<file path="src/rtl/pdm_tx_pkg.sv">
// Shared audio definitions for the PDM playback and capture paths:
// clock plan, default PCM width, oversampling ratio and transmitter state encoding.
package pdm_tx_pkg;

   localparam int PCM_WIDTH         = 16;
   localparam int SYS_CLK_HZ        = 100_000_000;
   localparam int PDM_BIT_HZ        = 1_000_000;
   localparam int DEFAULT_DIV_COUNT = SYS_CLK_HZ / PDM_BIT_HZ;
   localparam int DEFAULT_OSR       = 64;
   localparam int STATS_WIDTH       = 16;

   typedef enum logic [1:0] {
      IDLE = 2'd0,
      WAIT = 2'd1,
      RUN  = 2'd2
   } state_t;

   // Increment that sticks at all-ones instead of wrapping.
   function automatic logic [STATS_WIDTH-1:0] sat_inc(input logic [STATS_WIDTH-1:0] value);
      return (&value) ? value : value + STATS_WIDTH'(1);
   endfunction

endpackage

</file>
<file path="src/rtl/pdm_tick_gen.sv">
// PDM bit-rate clock enable: one-cycle tick every DIV_COUNT system clocks.
// Counter is held at zero while clear is high, so the first tick after release is DIV_COUNT clocks later.
module pdm_tick_gen
   import pdm_tx_pkg::*;
#(
   parameter int DIV_COUNT = DEFAULT_DIV_COUNT
) (
   input  logic clock,
   input  logic reset,
   input  logic clear,
   output logic tick
);

   localparam int             CW   = (DIV_COUNT > 1) ? $clog2(DIV_COUNT) : 1;
   localparam logic [CW-1:0]  LAST = CW'(DIV_COUNT - 1);

   logic [CW-1:0] div_cnt;

   always_ff @(posedge clock or posedge reset) begin
      if (reset) begin
         div_cnt <= '0;
      end else if (clear || div_cnt == LAST) begin
         div_cnt <= '0;
      end else begin
         div_cnt <= div_cnt + CW'(1);
      end
   end

   // The counter may still be mid-count on the first cleared cycle; never tick while cleared.
   assign tick = !clear && (div_cnt == LAST);

endmodule

</file>
<file path="src/rtl/pdm_tx.sv">
// PDM playback transmitter: first-order sigma-delta modulator fed by a two-deep sample buffer.
// Optional underrun statistics counter is enabled by defining PDM_TX_STATS_EN.
module pdm_tx
   import pdm_tx_pkg::*;
#(
   parameter int WIDTH     = PCM_WIDTH,
   parameter int DIV_COUNT = DEFAULT_DIV_COUNT,
   parameter int OSR       = DEFAULT_OSR
) (
   input  logic             clock,
   input  logic             reset,
   input  logic             enable,
   input  logic [WIDTH-1:0] sample_in,
   input  logic             sample_valid,
   output logic             sample_ready,
   output logic             pdm_out,
   output logic             amp_en,
   output logic             bit_tick,
   output logic             underrun
`ifdef PDM_TX_STATS_EN
   ,
   output logic [STATS_WIDTH-1:0] underrun_count
`endif
);

   localparam int               BW       = $clog2(OSR);
   localparam logic [BW-1:0]    BIT_LAST = BW'(OSR - 1);
   localparam logic [WIDTH-1:0] MSB_MASK = {1'b1, {(WIDTH-1){1'b0}}};

   state_t           state;
   state_t           state_next;
   logic [WIDTH-1:0] cur;
   logic [WIDTH-1:0] nxt;
   logic             nxt_full;
   logic [WIDTH-1:0] acc;
   logic [BW-1:0]    bit_cnt;
   logic [WIDTH:0]   acc_sum;
   logic             running;
   logic             xfer;
   logic             slot_end;
   logic             starve;

   pdm_tick_gen #(
      .DIV_COUNT (DIV_COUNT)
   ) tick_gen (
      .clock (clock),
      .reset (reset),
      .clear (state == IDLE),
      .tick  (bit_tick)
   );

   assign running      = (state != IDLE);
   assign amp_en       = running;
   assign sample_ready = running && !nxt_full;
   assign xfer         = sample_valid && sample_ready;
   assign slot_end     = (state == RUN) && enable && bit_tick && (bit_cnt == BIT_LAST);
   // Slot ends with nothing to play next: neither buffered nor arriving this cycle.
   assign starve       = slot_end && !nxt_full && !xfer;

   // Offset-binary view of cur: inverting the sign bit maps signed PCM onto 0..2^WIDTH-1.
   assign acc_sum = {1'b0, acc} + {1'b0, cur ^ MSB_MASK};

   always_ff @(posedge clock or posedge reset) begin
      if (reset) begin
         state <= IDLE;
      end else begin
         state <= state_next;
      end
   end

   always_comb begin
      state_next = state;
      case (state)
         IDLE: if (enable) state_next = WAIT;
         WAIT: begin
            if (!enable)   state_next = IDLE;
            else if (xfer) state_next = RUN;
         end
         RUN:  if (!enable) state_next = IDLE;
         default: state_next = IDLE;
      endcase
   end

   always_ff @(posedge clock or posedge reset) begin
      if (reset) begin
         cur      <= '0;
         nxt      <= '0;
         nxt_full <= 1'b0;
         acc      <= '0;
         bit_cnt  <= '0;
         pdm_out  <= 1'b0;
         underrun <= 1'b0;
      end else begin
         underrun <= 1'b0;
         if (state == IDLE || !enable) begin
            // Stopping abandons any partial sample; the next start modulates from acc = 0.
            cur      <= '0;
            nxt      <= '0;
            nxt_full <= 1'b0;
            acc      <= '0;
            bit_cnt  <= '0;
            pdm_out  <= 1'b0;
         end else if (state == WAIT) begin
            if (xfer) begin
               cur     <= sample_in;
               bit_cnt <= '0;
            end
         end else begin
            if (bit_tick) begin
               acc     <= acc_sum[WIDTH-1:0];
               pdm_out <= acc_sum[WIDTH];
            end
            if (slot_end) begin
               bit_cnt <= '0;
               if (nxt_full) begin
                  cur      <= nxt;
                  nxt_full <= 1'b0;
               end else if (xfer) begin
                  cur <= sample_in;
               end else begin
                  cur      <= '0;
                  underrun <= 1'b1;
               end
            end else begin
               if (bit_tick) begin
                  bit_cnt <= bit_cnt + BW'(1);
               end
               if (xfer) begin
                  nxt      <= sample_in;
                  nxt_full <= 1'b1;
               end
            end
         end
      end
   end

`ifdef PDM_TX_STATS_EN
   always_ff @(posedge clock or posedge reset) begin
      if (reset) begin
         underrun_count <= '0;
      end else if (state == IDLE && enable) begin
         underrun_count <= '0;
      end else if (starve) begin
         underrun_count <= sat_inc(underrun_count);
      end
   end
`endif

endmodule

</file>
<file path="config.mk">
export PLATFORM = sky130hd
export DESIGN_NAME = pdm_tx
export DESIGN_NICKNAME = d
export VERILOG_FILES = /design/src/rtl/pdm_tx_pkg.sv /design/src/rtl/pdm_tick_gen.sv /design/src/rtl/pdm_tx.sv
export SDC_FILE = /design/constraint.sdc
export NUM_CORES = 1
export LEC_CHECK = 0
export CORE_MARGIN = 3
export CORE_UTILIZATION = 54
export DETAILED_ROUTE_END_ITERATION = 16
export HOLD_SLACK_MARGIN = 0.05
export PLACE_DENSITY_LB_ADDON = 0.25
export SLEW_MARGIN = 20
export SYNTH_ARGS = -nofsm -noshare
export SYNTH_HDL_FRONTEND = slang
export SYNTH_SLANG_ARGS = --single-unit
export TNS_END_PERCENT = 1
</file>
<file path="constraint.sdc">
create_clock -name clock -period 2.67 [get_ports clock]
set_clock_uncertainty 0.15 [all_clocks]
set_input_delay 0.4005 -clock clock [delete_from_list [all_inputs] [get_ports clock]]
set_output_delay 0.4005 -clock clock [all_outputs]
set_load 0.03 [all_outputs]
</file>
**Word-level counts from Yosys, hierarchy flattened**

Index checks and enable logic that the tools add are counted.

- Bitwise logic cells: 1
- Reduce and logical (&&, ||, !) cells: 24
- Mux-type cells: 35
- Add/sub/neg operators: 3
- Equality and inequality tests: 10

Operators by type and width:

| cell | number |
|---|---|
| 16-bit 2-to-1 mux | 12 |
| 6-bit 2-to-1 mux | 5 |
| 16-bit by 16-bit adder with 17-bit output | 1 |
| 1-bit 2-to-1 mux | 12 |
| 2-bit 2-to-1 mux | 4 |
| 2-bit AND reduction | 4 |
| 7-bit by 1-bit adder with 7-bit output, second input constant | 1 |
| 7-bit == test, second input constant | 1 |
| 7-bit 2-to-1 mux | 1 |
| 6-bit by 1-bit adder with 6-bit output, second input constant | 1 |
| 6-bit == test, second input constant | 1 |
| 1-bit logical AND | 6 |
| 2-bit != test, second input constant | 3 |
| 3-bit != test, second input constant | 2 |
| 2-bit one-hot mux with 3 select lines | 1 |
| 3-bit AND reduction | 2 |
| 2-bit nonzero test | 3 |
| 3-bit nonzero test | 2 |
| 4-bit nonzero test | 1 |
| 1-bit logical NOT | 3 |
| 2-bit by 1-bit == test with 1-bit output, second input constant | 1 |
| 2-bit == test, second input constant | 1 |
| 2-bit logical NOT | 1 |
| 1-bit logical OR | 2 |
| 2 further kinds | 2 |

- Output and inout port bits: 5
- Register bits after elaboration: 66
- Input bits: 20

**Longest topological paths before layout**

Gate-level depths: netlist of run 1.

- Depth in word-level cells: 8
- Depth in mapped cells: 9
- Mapped depth without buffers: 9

**Hierarchy**

A second synthesis of run 1 with hierarchy kept.

- Cells, all modules: 418
- Area total of the unflattened synthesis: 3771.1 sq um

Modules (own cells, without submodules):

| module | instances | area an instance (sq um) | cells an instance |
|---|---|---|---|
| pdm_tx | 1 | 3438.3 | 386 |
| pdm_tick_gen | 1 | 332.8 | 32 |

**Least setup slack after synthesis of run 1**

OpenSTA, ideal clock, no wires.

- Path kind: reg2reg
- Start: reg cur[0]
- End: reg acc[12]
- Setup time: 122 ps
- Path slack: 353 ps
- Period minus slack after synthesis: 2317 ps
- Stages on the path, launching flop included: 10
- Data required time: 2398 ps
- Arrival: 2045 ps
- Path through: dfrtp_1 -> ha_1 -> inv_1 -> fa_1 -> nor2b_4 -> o211ai_2 -> a31oi_1 -> o311a_1 -> or3_1 -> a32o_1

- Word-level cells in the longest chain between the ends: 4

Ends and longest elaborated chain:

| what | RTL line | source |
|---|---|---|
| from (decl) | pdm_tx.sv:32 | `logic [WIDTH-1:0] cur;` |
| from (signal assigned) | pdm_tx.sv:105 | `cur <= sample_in;` |
| from (signal assigned) | pdm_tx.sv:116 | `cur <= nxt;` |
| from (signal assigned) | pdm_tx.sv:119 | `cur <= sample_in;` |
| 16-bit by 16-bit adder with 17-bit output | pdm_tx.sv:61 | `assign acc_sum = {1'b0, acc} + {1'b0, cur ^ MSB_MASK};` |
| 16-bit 2-to-1 mux | pdm_tx.sv:109 | `if (bit_tick) begin` |
| 16-bit 2-to-1 mux | pdm_tx.sv:103 | `end else if (state == WAIT) begin` |
| 16-bit 2-to-1 mux | pdm_tx.sv:95 | `if (state == IDLE \|\| !enable) begin` |
| to (signal assigned) | pdm_tx.sv:110 | `acc <= acc_sum[WIDTH-1:0];` |
| to (decl) | pdm_tx.sv:35 | `logic [WIDTH-1:0] acc;` |

Every way passes these cells. The select of a mux whose other input is x is not followed.
A chain may end at the register's enable or synchronous reset.

**Final worst setup path of run 1**

- Start: reg tick_gen.div_cnt[0]
- End: out bit_tick

- Word-level cells in the longest chain between the ends: 2

Ends and longest elaborated chain:

| what | RTL line | source |
|---|---|---|
| from (decl) | pdm_tick_gen.sv:17 | `logic [CW-1:0] div_cnt;` |
| from (signal assigned) | pdm_tick_gen.sv:25 | `div_cnt <= div_cnt + CW'(1);` |
| 7-bit == test | pdm_tick_gen.sv:30 | `assign tick = !clear && (div_cnt == LAST);` |
| 1-bit logical AND | pdm_tick_gen.sv:30 |  |
| to (decl) | pdm_tx.sv:18 | `output logic bit_tick,` |

Every way passes these cells.

==> results.yml, run 1 <==
outcome:
  status: "finished clean"
placement:
  dp_cells: 483
  pre_cts_slack_ns: 0.2700
  place.detailed.hpwl_um: 5401
  port_buffers: 24
  gp_congestion: 0.9780
power:
  internal_power_mw: 1.513
  swShare_pct: 26.96
  p_leak_nw: 1.829
  p_total_mw: 2.071
  power_density_nw_per_um2: 499.8
  pwr-share-clk_pct: 36.7
  peakVddDrop_mv: 0.3737
  power_frac_comb_pct: 12.1
  power.switching_uw: 558.5
  power_frac_seq_pct: 51.2
timing:
  period_needed_ns: 2.428
  period_share_pct: 90.93
  slew_violations: 0
  tightest_slew_ns: 0.5857
  fmax_mhz: 411.9
  setup-tns-final_ns: 0
  rsz0062_at_grt: "no"
  slew_headroom_pct: 60.90
  setup_viol: 0
  hold_viol: 0
  setup_slack_ns: 0.2422
drt:
  first_pass_iters: 4
  ant_nets: 0
  drc_errors: 0
  vias: 2948
  routed_wl_um: 7768
  first_iter_violations: 250
  viasPerCell: 5.920
  post_drt_wl_per_cell_um: 15.60
critical_path:
  end_kind: "output pin"
  cp_num_buf_inv: 1
  required_ns: 2.12
  slowest_stage: "dlygate4sd2_1"
  cp.arrival_ns: 1.88
  path_delay_family: "simple AND/OR/NAND/NOR gates"
  critPathLaunchType: "register"
  path_max_fanout: 4
  max_stage_delay_ns: 0.40
  crit_type: "reg2out"
  crit_chain: "ha_1, nor2b_1, nand2_1, nor2_1, dlygate4sd2_1"
floorplan:
  num_rows: 29
  coreArea_um2: 6386
  ios: 25
  die_height_um: 87.52
  die_area_um2: 7660
  die_x_um: 87.52
  start_util_pct: 56.19
clock_tree:
  cts_buffers: 9
  clock_sinks: 66
  clk_pin_slew_ns: 0.07
  postCtsSetupBuffers: 0
  cts-root-buf: "clkbuf_8"
  worstSkewPairLatency_ns: 0.35
  cts_tree: "yes"
  cts_buffer_depth: 2
  htreeDepth: 3
synth:
  ys_ff_latch: 66
  synthTopCellsByArea: "dfrtp_1 46%, nand2_1 8.2%, o21ai_1 7.1%, ha_1 6.3%, a32oi_1 3.9%"
  synth.distinct_cells: 50
  synth_cells: 390
  synthArstFlopShare_pct: 100.0
  syn_area_um2: 3588
  yosysTopAreaCell: "dfrtp_1"
  syn_nets: 429
  synth_top_area_share_pct: 46.03
  synth_edf_count: 0
  synth.most_common_cell: "nand2_1"
  ys_top_cells_by_count: "78 x nand2_1, 66 x dfrtp_1, 51 x o21ai_1"
  avgSynthCellArea_um2: 9.201
  synth-main-ff-cell: "dfrtp_1"
  yosysSeqAreaShare_pct: 46.03
  yosys_warnings: 0
job:
  cap_violations: 0
global_routing:
  grt_pass1_vias: 2840
  grt_pass1_wl_um: 13560
  grt_usage_pct: 22.88
  grt_remaining_overflow: 0
  antenna_found_initial: 0
  grt_max_degree: 36
finish:
  final_util_pct: 64.89
  fillers: 511
  area_growth_syn_to_layout_pct: 15.48
  final_cells: 498
  antenna_cells: 0
  layout.nets: 456
  drive_gt1_share_pct: 8.789
hold_path:
  holdCritPathClass: "in2async"
==> power groups by stage <==
stage / clock network [mW] / logic [mW] / registers (mW)
after detailed placement: 0 / 0.251 / 1.08
final: 0.760 / 0.250 / 1.06
after global routing: 0.817 / 0.280 / 1.07
after CTS: 0.774 / 0.252 / 1.06
after floorplan: 0 / 0.157 / 1.07
after global placement: 0 / 0.247 / 1.08
==> metal layers <==
layer / global-route usage [%] / part of all wire, % / vias up / wire length (µm)
li1: - / - / 1444 / -
met1: 33.46 / 48 / 1402 / 3723
met2: 32.40 / 45 / 85 / 3484
met3: 4.730 / 4.9 / 17 / 380
met4: 11.16 / 2.3 / 0 / 180
met5: 0 / 0 / - / 0
==> layout make-up <==
| type | instances | area, µm² | share of cell area (%) |
|---|---|---|---|
| Clock buffer | 12 | 155.1 | 3.744 |
| Clock inverter | 3 | 15.01 | 0.3623 |
| Inverter | 9 | 33.78 | 0.8152 |
| Multi-Input combinational cell | 296 | 1833 | 44.23 |
| Sequential cell | 66 | 1652 | 39.86 |
| Tap cell | 77 | 96.34 | 2.325 |
| Timing Repair Buffer | 35 | 359.1 | 8.665 |
==> what timing repair did <==
item | CTS | global route
setup endpoints to repair | 1 | 0
hold buffers | 0 | 0
endpoints found under the hold margin | 0 | 0
resized for setup | 1 | 0
==> worst register-to-register path, cell delays in order, from the launching register on <==
cell,delay (ns)
dfrtp_1,0.38
ha_1,0.23
inv_1,0.08
fa_1,0.24
nor2b_4,0.06
o211ai_2,0.15
a31oi_1,0.13
o311a_1,0.33
or3_1,0.31
a32o_1,0.24
==> metrics by stage <==
step / hold WS (ns) / instance area, µm²
6_report: 0.2857 / 4144
3_3_place_gp: 0.2848 / 3975
4_1_cts: 0.2847 / 4144
2_1_floorplan: 0.2739 / 3588
5_1_grt: 0.3096 / 4144
3_5_place_dp: 0.3264 / 3975
==> worst paths after layout <==
kind,from,endpoint,slack [ns],depth (start not counted)
hold reg to reg,tick_gen.div_cnt[0],tick_gen.div_cnt[0],0.32,1
min in group clock,tick_gen.div_cnt[0],tick_gen.div_cnt[0],0.32,1
setup / recovery,tick_gen.div_cnt[0],bit_tick,0.24,5
hold / removal,reset,nxt[14],0.29,2
setup reg to reg,cur[0],acc[12],0.25,9
max in group asynchronous,reset,cur[10],1.57,3
==> state kept, by name (all words and copies together), names as in the netlist <==
signal	cells
tick_gen.div_cnt	7
pdm_out	1
state	2
bit_cnt	6
underrun	1
nxt_full	1
acc	16
nxt	16
cur	16
==> layout by cell type, fill, tap and decap left out, drive strengths merged, types with 9 or more instances in the layout <==
| cell type | count |
|---|---|
| nand2 | 78 |
| dfrtp | 66 |
| o21ai | 59 |
| clkdlybuf4s50 | 23 |
| ha | 18 |
| nor2 | 17 |
| a32oi | 16 |
| a21oi | 15 |
| xnor2 | 12 |
| clkbuf | 12 |
| buf | 11 |
| xor2 | 9 |
| inv | 9 |
==> logic make-up after synthesis <==
| kind of cell | after synthesis | synth area share [%] |
|---|---|---|
| AND/OR/NAND/NOR | 136 | 17.43 |
| AO/OA/AOI/OAI | 117 | 20.50 |
| flip-flops | 66 | 46.02 |
| buffers and inverters | 28 | 3.208 |
| XOR/XNOR | 21 | 5.126 |
| adder cells (fa/ha/maj) | 19 | 6.834 |
| multiplexers | 3 | 0.8717 |
No activity file was read; power rests on OpenSTA's default activity.
==> inputs of run 2 (changes only) <==
--- a/config.mk
+++ b/config.mk
@@ -5,7 +5,7 @@
 export SDC_FILE = /design/constraint.sdc
 export NUM_CORES = 1
 export LEC_CHECK = 0
-export CORE_MARGIN = 3
+export CORE_MARGIN = 2
 export CORE_UTILIZATION = 54
 export DETAILED_ROUTE_END_ITERATION = 16
 export HOLD_SLACK_MARGIN = 0.05
@@ -14,4 +14,3 @@
 export SYNTH_ARGS = -nofsm -noshare
 export SYNTH_HDL_FRONTEND = slang
 export SYNTH_SLANG_ARGS = --single-unit
-export TNS_END_PERCENT = 1
==> run 2 against run 1 <==
Against the previous run:
- non-clock buffer count unchanged
- fmax shrank 0.99%
- critical path type is now reg2reg
- die area is 4.5% lower
- power is 8.3% higher
- largest cell class unchanged
- worst hold slack better by 0.015 ns
- first-iteration DRC count fell by 8.0%
- design area up 0.85%
==> results.yml, run 2 (synthesized netlist as in run 1, its figures left out) <==
placement:
  place.detailed.hpwl_um: 5109
  port_buffers: 24
  gp_congestion: 0.9259
  dp_cells: 483
  pre_cts_slack_ns: 0.2517
finish:
  antenna_cells: 0
  final_cells: 499
  fillers: 529
  layout_common_cells: "78 x nand2_1, 66 x dfrtp_1, 51 x o21ai_1"
  drive_gt1_share_pct: 9.242
  multi_input_area_um2: 1833
  final_common_cell: "nand2_1"
  reg_top3: "acc: 16 flops, cur: 16 flops, nxt: 16 flops"
  area_growth_syn_to_layout_pct: 16.46
  layout.nets: 456
  seq_area_um2: 1652
power:
  p_total_mw: 2.243
  power_frac_comb_pct: 11.1
  power_density_nw_per_um2: 536.8
  power.switching_uw: 588.0
  peakVddDrop_mv: 0.2969
  swShare_pct: 26.21
  internal_power_mw: 1.655
  pwr-share-clk_pct: 41.6
  power_frac_seq_pct: 47.3
  p_leak_nw: 1.838
clock_tree:
  cts-root-buf: "clkbuf_8"
  cts_tree: "yes"
  cts_buffers: 9
  postCtsSetupBuffers: 0
  cts_buffer_depth: 2
  cts_hold_buffers: 0
  clock_sinks: 66
  clk_pin_slew_ns: 0.08
  cts-resized-gates: 1
  htreeDepth: 3
  worstSkewPairLatency_ns: 0.34
job:
  cap_violations: 0
floorplan:
  start_util_pct: 56.19
  ios: 25
  die_area_um2: 7314
  num_rows: 29
  coreArea_um2: 6386
  die_x_um: 85.52
  die_height_um: 85.52
critical_path:
  cp.arrival_ns: 2.53
  critPathLaunchType: "register"
  crit_type: "reg2reg"
  path_max_fanout: 3
  required_ns: 2.75
  end_kind: "register"
drt:
  vias: 2928
  routed_wl_um: 7683
  first_iter_violations: 230
  first_pass_iters: 4
  post_drt_wl_per_cell_um: 15.40
  ant_nets: 0
  drc_errors: 0
  viasPerCell: 5.868
global_routing:
  grt_max_degree: 67
  grt_pass1_wl_um: 12980
  grt_pass1_vias: 2698
  grt_usage_pct: 22.49
  grt_remaining_overflow: 0
  antenna_found_initial: 0
timing:
  setup-tns-final_ns: 0
  period_needed_ns: 2.452
  setup_slack_ns: 0.2178
  slew_violations: 0
  slew_headroom_pct: 55.75
  rsz0062_at_grt: "no"
  hold_viol: 0
  fmax_mhz: 407.8
  period_share_pct: 91.84
  setup_viol: 0
  finalHoldWorstSlack_ns: 0.3010
  tightest_slew_ns: 0.6638
outcome:
  status: "finished clean"
hold_path:
  holdCritPathClass: "in2async"
-- run 2: cell count changes in the layout (fill, tap and decap cells not counted), sizes merged --
| cell | previous run | this run |
|---|---|---|
| clkbuf | 12 | 9 |
| bufinv | 0 | 2 |
| clkinvlp | 0 | 2 |
-- run 2: worst paths after layout --
check	cells after the start	to	slack (ns)	startpoint
hold / removal	3	bit_cnt[2]	0.30	reset
min in group clock	1	tick_gen.div_cnt[0]	0.32	tick_gen.div_cnt[0]
setup / recovery	9	acc[12]	0.22	cur[0]
max in group asynchronous	3	nxt[1]	1.78	reset
hold reg to reg	1	tick_gen.div_cnt[0]	0.32	tick_gen.div_cnt[0]
setup reg to reg	9	acc[12]	0.22	cur[0]
-- run 2: layout make-up --
type	count	area share (%)
clock buffer	9	2.964
timing repair buffer	35	8.293
tap	77	2.305
multi-input combinational	296	43.86
sequential	66	39.52
clock inverter	7	2.246
inverter	9	0.8084
-- run 2: critical path, stage by stage (launching register included) --
cell      delay (ns)
dfrtp_1         0.39
ha_1            0.23
inv_1           0.07
fa_1            0.25
nor2b_4         0.06
o211ai_2        0.15
a31oi_1         0.14
o311a_1         0.34
or3_1           0.31
a32o_1          0.24
-- run 2: metal layers --
layer	global-route usage [%]	routed length [µm]	up-vias
li1	-	-	1451
met1	33.99	3877	1388
met2	31.75	3353	79
met3	4.812	365	10
met4	8.802	87	0
met5	0	0	-
-- run 2: power by group through the flow --
stage	Combinational (mW)	Sequential [mW]	Clock [mW]
floorplan	0.157	1.07	0
global placement	0.244	1.08	0
detailed placement	0.248	1.08	0
CTS	0.250	1.06	0.947
global route	0.277	1.06	0.996
finish	0.249	1.06	0.933
-- run 2: through the flow --
| step | utilization, % | instance area [µm²] |
|---|---|---|
| 3_5_place_dp | 62.05 | 3963 |
| 6_report | 65.44 | 4179 |
| 4_1_cts | 65.44 | 4179 |
| 3_3_place_gp | 62.05 | 3963 |
| 2_1_floorplan | - | 3588 |
| 5_1_grt | 65.44 | 4179 |
